`src/rtl/fifo_pkg.sv`:
```
// ---------------------------------------------------------------------------
// fifo_pkg
// Shared definitions for the sync_fifo_v2 FIFO and its testbench:
//   fifo_mode_e   read-mode selector (standard registered / first-word-fall-through)
//   DEF_*         default parameter values
//   ptr_width()   width of a read/write pointer for a given depth
//   cnt_width()   width of the fill-level counter for a given depth
// ---------------------------------------------------------------------------
package fifo_pkg;

    typedef enum logic {
        FIFO_STD  = 1'b0,
        FIFO_FWFT = 1'b1
    } fifo_mode_e;

    localparam int DEF_DWIDTH    = 8;
    localparam int DEF_DEPTH     = 16;
    localparam int DEF_AF_MARGIN = 2;
    localparam int DEF_AE_MARGIN = 2;

    // A pointer addresses 0..depth-1; never narrower than one bit.
    function automatic int ptr_width(input int depth);
        return (depth < 2) ? 1 : $clog2(depth);
    endfunction

    // The counter must hold 0..depth inclusive.
    function automatic int cnt_width(input int depth);
        return $clog2(depth + 1);
    endfunction

endpackage

```
`src/rtl/fifo_ram.sv`:
```
// ---------------------------------------------------------------------------
// fifo_ram
// FIFO_DEPTH x DWIDTH storage array with one synchronous write port and one
// asynchronous (combinational) read port. Contents are never reset.
// Ports:
//   clk     in   write clock (rising edge)
//   we      in   write enable
//   waddr   in   write address (0..FIFO_DEPTH-1)
//   wdata   in   write data
//   raddr   in   read address (0..FIFO_DEPTH-1)
//   rdata   out  read data, follows raddr combinationally
// ---------------------------------------------------------------------------
module fifo_ram #(
    parameter int DWIDTH     = 8,
    parameter int FIFO_DEPTH = 16,
    parameter int PTR_WIDTH  = 4
) (
    input  logic                 clk,
    input  logic                 we,
    input  logic [PTR_WIDTH-1:0] waddr,
    input  logic [DWIDTH-1:0]    wdata,
    input  logic [PTR_WIDTH-1:0] raddr,
    output logic [DWIDTH-1:0]    rdata
);

    logic [DWIDTH-1:0] mem [FIFO_DEPTH];

    always_ff @(posedge clk) begin
        if (we) begin
            mem[waddr] <= wdata;
        end
    end

    assign rdata = mem[raddr];

endmodule

```
`src/rtl/sync_fifo_v2.sv`:
```
// ---------------------------------------------------------------------------
// sync_fifo_v2
// Single-clock FIFO with arbitrary depth, almost-full/almost-empty margins,
// standard or first-word-fall-through read mode, fill level and sticky
// overflow/underflow flags, plus a synchronous flush.
// Ports:
//   clk          in   rising-edge clock
//   rst          in   asynchronous reset, active-high
//   flush        in   synchronous clear (pointers, count, error flags)
//   wr_en        in   write request
//   in_data      in   write data
//   rd_en        in   read request (FWFT: pop head)
//   out_data     out  read data
//   full         out  count == FIFO_DEPTH
//   empty        out  count == 0
//   almostfull   out  count >= FIFO_DEPTH-AF_MARGIN
//   almostempty  out  count <= AE_MARGIN
//   count        out  current fill level
//   overflow     out  sticky: write dropped because FIFO was full
//   underflow    out  sticky: read attempted while empty
// ---------------------------------------------------------------------------
module sync_fifo_v2
    import fifo_pkg::*;
#(
    parameter int DWIDTH     = DEF_DWIDTH,
    parameter int FIFO_DEPTH = DEF_DEPTH,
    parameter int AF_MARGIN  = DEF_AF_MARGIN,
    parameter int AE_MARGIN  = DEF_AE_MARGIN,
    parameter int FWFT       = 0,
    localparam int PTR_WIDTH = ptr_width(FIFO_DEPTH),
    localparam int CNT_WIDTH = cnt_width(FIFO_DEPTH)
) (
    input  logic                 clk,
    input  logic                 rst,
    input  logic                 flush,
    input  logic                 wr_en,
    input  logic [DWIDTH-1:0]    in_data,
    input  logic                 rd_en,
    output logic [DWIDTH-1:0]    out_data,
    output logic                 full,
    output logic                 empty,
    output logic                 almostfull,
    output logic                 almostempty,
    output logic [CNT_WIDTH-1:0] count,
    output logic                 overflow,
    output logic                 underflow
);

    localparam fifo_mode_e MODE = (FWFT != 0) ? FIFO_FWFT : FIFO_STD;

    localparam logic [PTR_WIDTH-1:0] PTR_LAST  = PTR_WIDTH'(FIFO_DEPTH - 1);
    localparam logic [PTR_WIDTH-1:0] PTR_ONE   = PTR_WIDTH'(1);
    localparam logic [CNT_WIDTH-1:0] CNT_ONE   = CNT_WIDTH'(1);
    localparam logic [CNT_WIDTH-1:0] DEPTH_LVL = CNT_WIDTH'(FIFO_DEPTH);
    localparam logic [CNT_WIDTH-1:0] AF_LVL    = CNT_WIDTH'(FIFO_DEPTH - AF_MARGIN);
    localparam logic [CNT_WIDTH-1:0] AE_LVL    = CNT_WIDTH'(AE_MARGIN);

    logic [PTR_WIDTH-1:0] wptr;
    logic [PTR_WIDTH-1:0] rptr;
    logic [PTR_WIDTH-1:0] wptr_next;
    logic [PTR_WIDTH-1:0] rptr_next;
    logic [CNT_WIDTH-1:0] count_next;
    logic                 do_rd;
    logic                 do_wr;
    logic [DWIDTH-1:0]    rd_data;

    // Depth need not be a power of two, so wrap by explicit compare.
    function automatic logic [PTR_WIDTH-1:0] ptr_inc(input logic [PTR_WIDTH-1:0] p);
        return (p == PTR_LAST) ? '0 : p + PTR_ONE;
    endfunction

    // A read frees a slot in the same edge, so a full FIFO can still accept
    // a write when it is read simultaneously.
    always_comb begin
        do_rd      = rd_en & ~empty;
        do_wr      = wr_en & (~full | do_rd);
        wptr_next  = do_wr ? ptr_inc(wptr) : wptr;
        rptr_next  = do_rd ? ptr_inc(rptr) : rptr;
        count_next = count;
        if (do_wr && !do_rd) begin
            count_next = count + CNT_ONE;
        end else if (do_rd && !do_wr) begin
            count_next = count - CNT_ONE;
        end
    end

    fifo_ram #(
        .DWIDTH     (DWIDTH),
        .FIFO_DEPTH (FIFO_DEPTH),
        .PTR_WIDTH  (PTR_WIDTH)
    ) u_ram (
        .clk   (clk),
        .we    (do_wr & ~flush),
        .waddr (wptr),
        .wdata (in_data),
        .raddr (rptr),
        .rdata (rd_data)
    );

    // Pointers, count and all status flags; flags are registered from
    // count_next so they always agree with count.
    always_ff @(posedge clk or posedge rst) begin
        if (rst) begin
            wptr        <= '0;
            rptr        <= '0;
            count       <= '0;
            empty       <= 1'b1;
            almostempty <= 1'b1;
            full        <= 1'b0;
            almostfull  <= 1'b0;
            overflow    <= 1'b0;
            underflow   <= 1'b0;
        end else if (flush) begin
            wptr        <= '0;
            rptr        <= '0;
            count       <= '0;
            empty       <= 1'b1;
            almostempty <= 1'b1;
            full        <= 1'b0;
            almostfull  <= 1'b0;
            overflow    <= 1'b0;
            underflow   <= 1'b0;
        end else begin
            wptr        <= wptr_next;
            rptr        <= rptr_next;
            count       <= count_next;
            empty       <= (count_next == '0);
            almostempty <= (count_next <= AE_LVL);
            full        <= (count_next == DEPTH_LVL);
            almostfull  <= (count_next >= AF_LVL);
            if (wr_en && !do_wr) begin
                overflow <= 1'b1;
            end
            if (rd_en && empty) begin
                underflow <= 1'b1;
            end
        end
    end

    generate
        if (MODE == FIFO_FWFT) begin : g_fwft
            // Head word is presented directly; zero while empty keeps the
            // output quiet after reset/flush.
            assign out_data = empty ? '0 : rd_data;
        end else begin : g_std
            always_ff @(posedge clk or posedge rst) begin
                if (rst) begin
                    out_data <= '0;
                end else if (do_rd && !flush) begin
                    out_data <= rd_data;
                end
            end
        end
    endgenerate

endmodule

```
`config.mk`:
```
export PLATFORM = sky130hd
export DESIGN_NAME = sync_fifo_v2
export DESIGN_NICKNAME = d
export VERILOG_FILES = /design/src/rtl/fifo_pkg.sv /design/src/rtl/fifo_ram.sv /design/src/rtl/sync_fifo_v2.sv
export SDC_FILE = /design/constraint.sdc
export NUM_CORES = 1
export LEC_CHECK = 0
export CAP_MARGIN = 20
export CORE_UTILIZATION = 25
export CTS_BUF_LIST = sky130_fd_sc_hd__clkbuf_4 sky130_fd_sc_hd__clkbuf_8
export CTS_CLUSTER_SIZE = 8
export DETAILED_ROUTE_END_ITERATION = 10
export PLACE_DENSITY = 0.48
export SLEW_MARGIN = 20
export SYNTH_ARGS = -nofsm -noshare
export SYNTH_HDL_FRONTEND = slang
export SYNTH_SLANG_ARGS = --single-unit
```
`constraint.sdc`:
```
create_clock -name clk -period 3.3 [get_ports clk]
set_input_delay 0.33 -clock clk [delete_from_list [all_inputs] [get_ports clk]]
set_output_delay 0.33 -clock clk [all_outputs]
set_load 0.05 [all_outputs]
```
== Word-level counts from Yosys, hierarchy flattened ==
Memories as Yosys holds them, arrays and structs flattened. A register that Yosys moved wholly into a read port is not among the register bits.
Index checks and enable logic that the tools add are counted.

* Register bits: 19
* Memories: 1
* Logic and storage cells: 58
* Bits in writable memories: 128
* Output and inout port bits: 19

{| class="wikitable"
|+ Memory list
! name !! words !! bits a word !! read ports !! clocked after memory_dff !! wr ports !! RTL line !! text
|-
| u_ram.mem || 16 || 8 || 1 || 1 || 1 || fifo_ram.sv:26 || <nowiki>logic [DWIDTH-1:0] mem [FIFO_DEPTH];</nowiki>
|}

* $add $sub $neg: 4
* Bitwise operators: 7
* Equal/unequal tests: 3
* Magnitude comparators: 2
* Reduce and logical (&&, ||, !) cells: 13
* Mux-type cells: 19

{| class="wikitable"
|+ Operators with widths
! operator !! number
|-
| 2-to-1 mux 4 bit || 6
|-
| 2-to-1 mux 5 bit || 3
|-
| 2-to-1 mux 1 bit || 10
|-
| adder 4 x 1 -> 4 bit (second input constant) || 2
|-
| equality test 4 bit (second input constant) || 2
|-
| nonzero test 2 bit || 4
|-
| adder 5 x 1 -> 5 bit (second input constant) || 1
|-
| equality test 5 bit (second input constant) || 1
|-
| greater-or-equal comparator 5 x 4 -> 1 bit (second input constant) || 1
|-
| less-or-equal comparator 5 x 2 -> 1 bit (second input constant) || 1
|-
| logical AND 1 bit || 5
|-
| zero test 5 bit || 1
|-
| subtractor 5 x 1 -> 5 bit (second input constant) || 1
|-
| bitwise AND 1 bit || 3
|-
| zero test 1 bit || 3
|-
| NOT 1 bit || 3
|-
| OR 1 bit || 1
|}

== Logic depth before layout (Yosys ltp) ==
* Depth in word-level cells: 10
* Depth in mapped cells: 8
* Depth with buffers taken out: 7

== By module ==
Synthesis repeated with hierarchy kept, for this count alone.

* Cells, all modules: 349
* Area total of the unflattened synthesis: 6399.9 um2

{| class="wikitable"
|+ Modules (own cells, without submodules)
! module !! sequential area each (um2) !! cells each !! area each (um2) !! instances
|-
| fifo_ram || 3843.7 || 221 || 4987.3 || 1
|-
| sync_fifo_v2 || 678.2 || 128 || 1412.6 || 1
|}

== Worst setup path before layout ==
No wires, ideal clock.

* Path type: register to register
* Start: register empty
* End: memory u_ram.mem[3][0], enable pin
* Setup time: 0.383 ns
* Data arrival time: 2.011 ns
* Path slack: 0.906 ns
* Stages on the path, launching flop included: 7
* Buffers on the path: 1
* Data required time: 2.917 ns
* Path through: dfstp_2 -> nand2b_1 -> clkbuf_1 -> a21boi_2 -> and2_1 -> nand2_1 -> nor3_1

* Longest elaborated chain between the ends: 7

{| class="wikitable"
|+ Ends and longest elaborated chain
! what !! RTL line !! text
|-
| start: declaration || sync_fifo_v2.sv:41 || <nowiki>output logic empty,</nowiki>
|-
| start signal: assignment || sync_fifo_v2.sv:127 || <nowiki>empty <= (count_next == '0);</nowiki>
|-
| NOT 1 bit || sync_fifo_v2.sv:75 || <nowiki>do_rd = rd_en & ~empty;</nowiki>
|-
| bitwise AND 1 bit || sync_fifo_v2.sv:75 ||
|-
| OR 1 bit || sync_fifo_v2.sv:76 || <nowiki>do_wr = wr_en & (~full | do_rd);</nowiki>
|-
| bitwise AND 1 bit || sync_fifo_v2.sv:76 ||
|-
| bitwise AND 1 bit || sync_fifo_v2.sv:93 || <nowiki>.we (do_wr & ~flush),</nowiki>
|-
| 2-to-1 mux 1 bit || fifo_ram.sv:29 || <nowiki>if (we) begin</nowiki>
|-
| 2-to-1 mux 1 bit (implied by the code) || fifo_ram.sv:30 || <nowiki>mem[waddr] <= wdata;</nowiki>
|-
| end: declaration || fifo_ram.sv:26 ||
|}

Every way passes these cells.

== Worst setup path after layout ==
* Start: register empty
* End: memory u_ram.mem[12][1], enable pin

The elaborated chain is that of the path after synthesis.

==> results.cfg <==
[drt]
post_drt_wl_per_cell_um = 18.4
route.antenna.remaining_nets = 0
wl_met3_um = 904
vias_per_cell = 4.53
drc_errors = 0
drtIter0Drc = 237
met2WireLength_um = 6320
met1_length_um = 6410
highest_layer = met4
wl_um = 13800
vias = 3403
firstDrtPassIters = 4

[pwr]
p_int_mw = 3.14
ir_worst_vdd_v = 0.000319
pwr-share-comb = 0.178
leakage_nw = 2.41
powerDensity_nw_per_um2 = 600
power.net_switching_mw = 1.37
pwr-share-clk = 0.313
switching_share = 0.303
seq_power_share = 0.509
total_power_mw = 4.51

[die]
start_util = 0.257
fp-row-count = 57
fp.dieW_um = 161
fp.dieArea_sq_um = 26000
ios = 32
core_sq_um = 24600
die_h_um = 161

[min_path]
hp-class = input pin to asynchronous set/reset pin

[synth]
synth-main-ff-cell = edfxtp_1
seq_area_frac_synth = 0.714
synth_async_sr_flop_share = 0.174
syn_nets = 384
avgSynthCellArea_sq_um = 17.4
ys_ff_latch = 155
synth_edf_count = 128
syn_inst = 364
synth.distinct_cells = 43
netlist_area_sq_um = 6330
synth_warnings = 0

[global_route]
grt_pass1_wl_um = 21000
grt_pass1_vias = 3423
gr-usage-all-layers = 0.113
grt-ovfl-total = 0
antenna_found_initial = 0
grt_max_degree = 37

[worst_setup_path]
crit_path_end = u_ram.mem[12][1]$_DFFE_PP_
timing.rr.start = empty$_DFF_PP1_
reg2reg_slack_ns = 1.02
end_kind = flip-flop
criticalPathCategory = flip-flop to flip-flop
startpoint = empty$_DFF_PP1_
startpoint_type = flip-flop
timing.rr.end = u_ram.mem[12][1]$_DFFE_PP_
cp.required_ns = 3.37
crit_arrival_ns = 2.36
crit_path_max_fanout = 8
r2r_cells = 5

[layout]
syn_to_final_growth_pct = 18.7
final_cells = 751
fillers = 2443
regArea_sq_um = 4520
nNetsFinal = 434
drive_above_1_share = 0.218
diodes = 0
multi_input_area_sq_um = 1680

[cts]
tritoncts = yes
path_clk_slew_ns = 0.09
cts_buffers = 17
postCtsResizedCells = 0
cts.sinks = 155
ctsLongestPathBuffers = 2
htree_levels = 4
post_cts_buffers = 0
cts_root_buffer = clkbuf_8
ctsHoldBuffers = 0
clk_latency_ns = 0.45

[timing]
rsz0062_at_grt = no
max_freq_mhz = 438
tns_ns = 0
skew_ns = 0.0127
period_minus_slack_ns = 2.28
hold_viol_final = 0
relSlewSlack = 0.523
setup_viol = 0
whs_ns = 0.267
finalCritPeriodShare = 0.692
tightest_slew_ns = 0.712
slew_viol_final = 0

[placement]
dp.cells = 719
place.gp.congestion = 0.828
port_buffers = 31
hpwl_um = 8900

[run]
cap_violations = 0

[run_status]
status = complete, no violations
==> layout make-up <==
class / instances / share of cell area
Tap cell: 324 / 0.0540
Clock buffer: 18 / 0.0321
Multi-Input combinational cell: 181 / 0.223
Timing Repair Buffer: 52 / 0.0640
Sequential cell: 155 / 0.602
Inverter: 7 / 0.00350
Clock inverter: 14 / 0.0210
==> layer usage <==
| metal | track usage | vias up |
|---|---|---|
| met5 | 0 | - |
| li1 | - | 1526 |
| met3 | 0.0331 | 11 |
| met2 | 0.169 | 91 |
| met1 | 0.155 | 1775 |
| met4 | 0.0403 | 0 |
==> power by group through the flow <==
stage | Combinational, mW | Sequential (mW) | Clock, mW
3_3_place_gp | 0.796 | 2.34 | 0
5_1_grt | 0.858 | 2.31 | 1.53
6_report | 0.803 | 2.29 | 1.41
3_5_place_dp | 0.806 | 2.34 | 0
4_1_cts | 0.811 | 2.30 | 1.46
2_1_floorplan | 0.320 | 2.53 | 0
==> synth_stat cells, drive strengths merged, types with 4 or more instances <==
master | n | area share
nor3 | 8 | 0.0063
o221ai | 8 | 0.011
xor2 | 4 | 0.0055
buf | 13 | 0.012
edfxtp | 128 | 0.61
a21oi | 7 | 0.0055
mux4 | 32 | 0.11
mux2i | 17 | 0.027
a31oi | 4 | 0.0040
nor2 | 31 | 0.018
inv | 7 | 0.0041
xnor2 | 4 | 0.0055
clkbuf | 8 | 0.0047
dfrtp | 25 | 0.099
nand2 | 25 | 0.015
ha | 7 | 0.014
==> critical path, stage by stage, from the launching register on <==
cell	delay, ns
dfstp_2	0.41
nand2b_1	0.17
a21boi_2	0.37
and2_1	0.25
nand2_1	0.14
nor2_1	0.57
==> worst min path at each step <==
stage / slack, ns / endpoint / depth (start not counted) / from
after global placement: 0.48 / out_data[0]$_DFFE_PP0P_ / 2 / out_data[0]$_DFFE_PP0P_
final: 0.27 / count[2]$_DFF_PP0_ / 3 / rst
after floorplan: 0.38 / almostfull$_DFF_PP0_ / 1 / rst
after detailed placement: 0.48 / out_data[0]$_DFFE_PP0P_ / 2 / out_data[0]$_DFFE_PP0P_
after CTS: 0.25 / count[2]$_DFF_PP0_ / 3 / rst
after global routing: 0.31 / count[2]$_DFF_PP0_ / 3 / rst
==> registers in the layout (all words and copies together), names as in the netlist, 4 cells and up <==
name and flops:
u_ram.mem 128, count 5, wptr 4, rptr 4, out_data 8
==> stage by stage <==
step	utilization	setup WS (ns)	cell area, sq um
floorplan	-	0.906	6330
global placement	0.289	0.715	7110
detailed placement	0.289	0.611	7110
CTS	0.305	0.976	7510
global route	0.305	0.836	7510
finish	0.305	1.02	7510
==> placed cells by master, fill, tap and decap left out, types with 4 or more instances in the layout <==
cell	instances
mux4_2	32
xor2_1	4
dfrtp_1	23
inv_1	6
inv_6	4
a31oi_1	4
a21oi_1	7
mux2i_1	17
xnor2_1	4
buf_4	20
nor3_1	8
clkdlybuf4s50_1	31
o221ai_1	8
nor2_1	31
clkbuf_8	17
ha_1	7
nand2_1	25
edfxtp_1	128
==> kinds of logic (layout without fill, tap and decap cells) <==
group                    after synthesis  after routing  share of synthesized area
AO/OA/AOI/OAI                         36             36                     0.0411
XOR/XNOR                               8              8                     0.0111
adder cells (fa/ha/maj)                7              7                     0.0138
buffers and inverters                 28             91                     0.0209
flip-flops                           155            155                      0.714
multiplexers                          49             49                      0.141
AND/OR/NAND/NOR                       81             81                     0.0581
(Power assumes the default switching activity.)
